### src/rtl/instr_fetch.sv
// rtl/instr_fetch.sv - single-outstanding instruction fetch unit with redirect and kill handling
module instr_fetch #(
    parameter logic [31:0] RESET_PC = 32'h8000_0000
) (
    input  logic        clk,
    input  logic        rst_n,
    output logic        imem_req_valid,
    input  logic        imem_req_ready,
    output logic [31:0] imem_req_addr,
    input  logic        imem_rsp_valid,
    input  logic [31:0] imem_rsp_data,
    output logic        id_valid,
    input  logic        id_ready,
    output logic [31:0] id_instruction,
    output logic [31:0] id_pc,
    input  logic        redirect_valid,
    input  logic [31:0] redirect_pc,
    output logic [31:0] fetch_count
);

    typedef enum logic [1:0] {
        S_REQ  = 2'd0,
        S_WAIT = 2'd1,
        S_HOLD = 2'd2
    } state_t;

    localparam logic [31:0] ALIGN_MASK = 32'hFFFF_FFFC;

    state_t      state, state_n;
    logic [31:0] pc, pc_n;
    logic [31:0] instr_buf, instr_buf_n;
    logic [31:0] id_pc_q, id_pc_n;
    logic [31:0] fetch_count_q, fetch_count_n;
    logic        kill, kill_n;
    logic [31:0] redirect_target;

    assign redirect_target = redirect_pc & ALIGN_MASK;

    // Outputs decode from state; reset forces both valids low in the same cycle.
    assign imem_req_valid = rst_n && (state == S_REQ);
    assign imem_req_addr  = pc;
    assign id_valid       = rst_n && (state == S_HOLD);
    assign id_instruction = instr_buf;
    assign id_pc          = id_pc_q;
    assign fetch_count    = fetch_count_q;

    // State and datapath registers with synchronous active-low reset.
    always_ff @(posedge clk) begin
        if (!rst_n) begin
            state         <= S_REQ;
            pc            <= RESET_PC & ALIGN_MASK;
            instr_buf     <= 32'h0;
            id_pc_q       <= 32'h0;
            fetch_count_q <= 32'h0;
            kill          <= 1'b0;
        end else begin
            state         <= state_n;
            pc            <= pc_n;
            instr_buf     <= instr_buf_n;
            id_pc_q       <= id_pc_n;
            fetch_count_q <= fetch_count_n;
            kill          <= kill_n;
        end
    end

    // Next-state logic; a redirect wins over every other event in the cycle.
    always_comb begin
        state_n       = state;
        pc_n          = pc;
        instr_buf_n   = instr_buf;
        id_pc_n       = id_pc_q;
        fetch_count_n = fetch_count_q;
        kill_n        = kill;
        case (state)
            S_REQ: begin
                if (redirect_valid) begin
                    pc_n = redirect_target;
                    if (imem_req_ready) begin
                        // The accepted request targets the stale pc; drop its response.
                        state_n = S_WAIT;
                        kill_n  = 1'b1;
                    end
                end else if (imem_req_ready) begin
                    state_n = S_WAIT;
                end
            end
            S_WAIT: begin
                if (redirect_valid) begin
                    pc_n = redirect_target;
                    if (imem_rsp_valid) begin
                        state_n = S_REQ;
                        kill_n  = 1'b0;
                    end else begin
                        kill_n  = 1'b1;
                    end
                end else if (imem_rsp_valid) begin
                    if (kill) begin
                        state_n = S_REQ;
                        kill_n  = 1'b0;
                    end else begin
                        // Snapshot pc with the data so id_pc stays put after pc advances.
                        instr_buf_n = imem_rsp_data;
                        id_pc_n     = pc;
                        state_n     = S_HOLD;
                    end
                end
            end
            S_HOLD: begin
                if (redirect_valid) begin
                    pc_n    = redirect_target;
                    state_n = S_REQ;
                end else if (id_ready) begin
                    pc_n          = pc + 32'd4;
                    fetch_count_n = fetch_count_q + 32'd1;
                    state_n       = S_REQ;
                end
            end
            default: begin
                state_n = S_REQ;
                kill_n  = 1'b0;
            end
        endcase
    end

endmodule
### config.mk
export PLATFORM = sky130hd
export DESIGN_NAME = instr_fetch
export DESIGN_NICKNAME = d
export VERILOG_FILES = /design/src/rtl/instr_fetch.sv
export SDC_FILE = /design/constraint.sdc
export NUM_CORES = 1
export LEC_CHECK = 0
export CAP_MARGIN = 20
export CORE_MARGIN = 2
export CORE_UTILIZATION = 25
export DETAILED_ROUTE_END_ITERATION = 10
export PLACE_DENSITY = 0.6
export SYNTH_ARGS = -nofsm -noshare
export SYNTH_HDL_FRONTEND = slang
export SYNTH_SLANG_ARGS = --single-unit
### constraint.sdc
create_clock -name clk -period 4.5 [get_ports clk]
set_clock_uncertainty 0.05 [all_clocks]
set_input_delay 0.9 -clock clk [delete_from_list [all_inputs] [get_ports clk]]
set_output_delay 0.9 -clock clk [all_outputs]
set_load 0.03 [all_outputs]
==> results.cfg <==
[status]
outcome = finished, final reports clean

[sta]
setup_ws_ns = 1.28
finalMaxSlewViolations = 0
rsz0062_at_grt = no
hold_ws_ns = 0.392
hold_viol_final = 0
slew_headroom = 0.355
finalSetupTns_ns = 0
period_needed_ns = 3.22
tightest_slew_ns = 0.967
final-setup-viol-count = 0
finalCritPeriodShare = 0.715
fmax_mhz = 311

[floorplanning]
die_w_microns = 155
die_area_sq_mm = 0.0241
die_h_microns = 155
rows = 55
core-area_sq_mm = 0.0226
pin_count = 200
start_util = 0.253

[grt]
grt_start_max_net_pins = 77
grt_pass1_vias = 5392
grt_pass1_wl_microns = 29700
antenna_found_initial = 1
grt_usage = 0.156
overflow = 0

[clock_tree]
cts_setup_buffers = 0
cts.sinks = 127
ctsResizeCount = 0
cts_inserted_buffers = 17
cts_hold_buf = 0
root_buffer = clkbuf_16
path_clk_slew_ns = 0.05
cts_tree = done
htreeDepth = 4
cts_buffer_depth = 2
worstSkewPairLatency_ns = 0.42

[critical_path]
required_ns = 3.55
slowest_stage = clkdlybuf4s50_1
cp-end-kind = output port
crit_fanout = 2
critPathTopFamily = buffers and inverters
crit_type = primary input to output port
cpPeakStageDelay_ns = 0.70
crit_chain = clkdlybuf4s50_1 -> nand2b_1 -> nor2_1 -> clkdlybuf4s50_1
crit_top_cell = clkdlybuf4s50_1
startpoint_type = primary input
cp.buffers_inverters = 2
cp.arrival_ns = 2.27

[layout]
final_cell_mix = clkdlybuf4s50_1 (192), nand2_1 (171), dfxtp_1 (127)
final_nets = 978
final_cells = 1204
drive_gt1_frac = 0.0631
area_delta_synth_final_pct = 49.3
final_common_cell = clkdlybuf4s50_1
antenna_cells = 0
fill_cells = 2363

[pwr]
leakagePower_nw = 2.88
p_total_w = 0.00298
vdd_drop_max_mv = 0.229
powerDensity_mw_per_mm2 = 349

[place]
place_congestion = 0.802
hpwl_microns = 13000
port_buffers = 193
post-place-ws_ns = 1.13
place_inst = 1172

[synth]
yosysWarnings = 0
avgSynthCellArea_sq_um = 7.81
seq_area_frac_synth = 0.444
ys_types = 60
synth_cells = 732
async_reset_ff_frac = 0
syn-cell-area_sq_mm = 0.00572
synth_edf_count = 0
ys_seq_elements = 127
synth-main-ff-cell = dfxtp_1

[hold_path]
hold_path_class = flop to flop

[detailed_routing]
drc_errors = 0
drtIter0Drc = 315
totalWireLength_microns = 19000
wire_per_inst_microns = 15.8
dr.pass1.iters = 4
vias = 5796
drt-vias-per-instance = 4.81
antenna_left = 0

[job]
maxCapViolations = 0
## state kept, by name, summed over array words and instances (netlist names)
name / flops
state: 2
id_pc: 30
imem_req_addr: 30
kill: 1
fetch_count: 32
id_instruction: 32
## routing by layer
| metal | global-route usage | up-vias | part of all wire |
|---|---|---|---|
| met5 | 0 | - | 0.00068 |
| met4 | 0.0498 | 2 | 0.011 |
| met3 | 0.0373 | 14 | 0.052 |
| met2 | 0.250 | 150 | 0.48 |
| met1 | 0.207 | 2722 | 0.46 |
| li1 | - | 2908 | - |
## worst register-to-register path: cells and delay by family (launching register included)
family	cells	cell delay [ns]
and+or+nand+nor	3	1.21
DFF	1	0.52
AOI/OAI and AO/OA	1	0.37
adders and majority gates	1	0.27
## cells by family after synthesis
kind of cell               Yosys count  synth area share
and+or+nand+nor                    351             0.291
DFF                                127             0.444
other                                1          0.000656
adders and majority gates            2           0.00437
buffers and inverters               60            0.0455
AOI/OAI and AO/OA                  157             0.160
muxes                                9            0.0162
xor gates and xnor gates            25            0.0383
## Yosys cell counts (6+ instances only)
cell type / count / share of area
xnor2_1: 7 / 0.011
nor3_1: 12 / 0.010
a21oi_1: 93 / 0.081
and4_1: 7 / 0.011
and3_1: 8 / 0.0087
a31oi_1: 6 / 0.0066
clkbuf_1: 28 / 0.018
nand2_1: 172 / 0.11
xor2_1: 18 / 0.028
nand4_1: 23 / 0.025
or3_1: 13 / 0.014
mux2i_1: 7 / 0.012
inv_1: 6 / 0.0039
nand3_1: 32 / 0.028
dfxtp_1: 127 / 0.44
and2_1: 6 / 0.0066
nor2_1: 48 / 0.031
nor4_1: 9 / 0.0098
buf_2: 16 / 0.014
o21ai_0: 22 / 0.019
## final timing paths
kind | cells after the start | slack, ns | to | start
setup / recovery | 4 | 1.28 | imem_req_valid | rst_n
hold / removal | 2 | 0.39 | kill | kill
setup reg to reg | 5 | 1.96 | imem_req_addr[30] | imem_req_addr[2]
hold reg to reg | 2 | 0.39 | kill | kill
## stage by stage
stage,utilization,cell area (sq um)
after floorplan,-,5730
after global placement,0.350,7900
after detailed placement,0.350,7900
after global routing,0.378,8540
after CTS,0.378,8540
final,0.378,8540
## report_power, final
part	switching [W]	leakage (nW)	internal, W	total, W
clock network	0.000520	0.308	0.000983	0.00150
registers	0.0000440	1.03	0.00115	0.00120
logic	0.000150	1.54	0.000129	0.000279
total	0.000713	2.88	0.00226	0.00298
## area by class of cell
class | instances | area (sq um) | area share
clock inverter | 10 | 158 | 0.0185
tap | 285 | 357 | 0.0418
clock buffer | 22 | 484 | 0.0567
multi-input combinational | 548 | 2940 | 0.344
inverter | 7 | 28.8 | 0.00337
sequential | 127 | 2540 | 0.298
timing repair buffer | 205 | 2030 | 0.238
No activity file was read; power rests on OpenSTA's default activity.
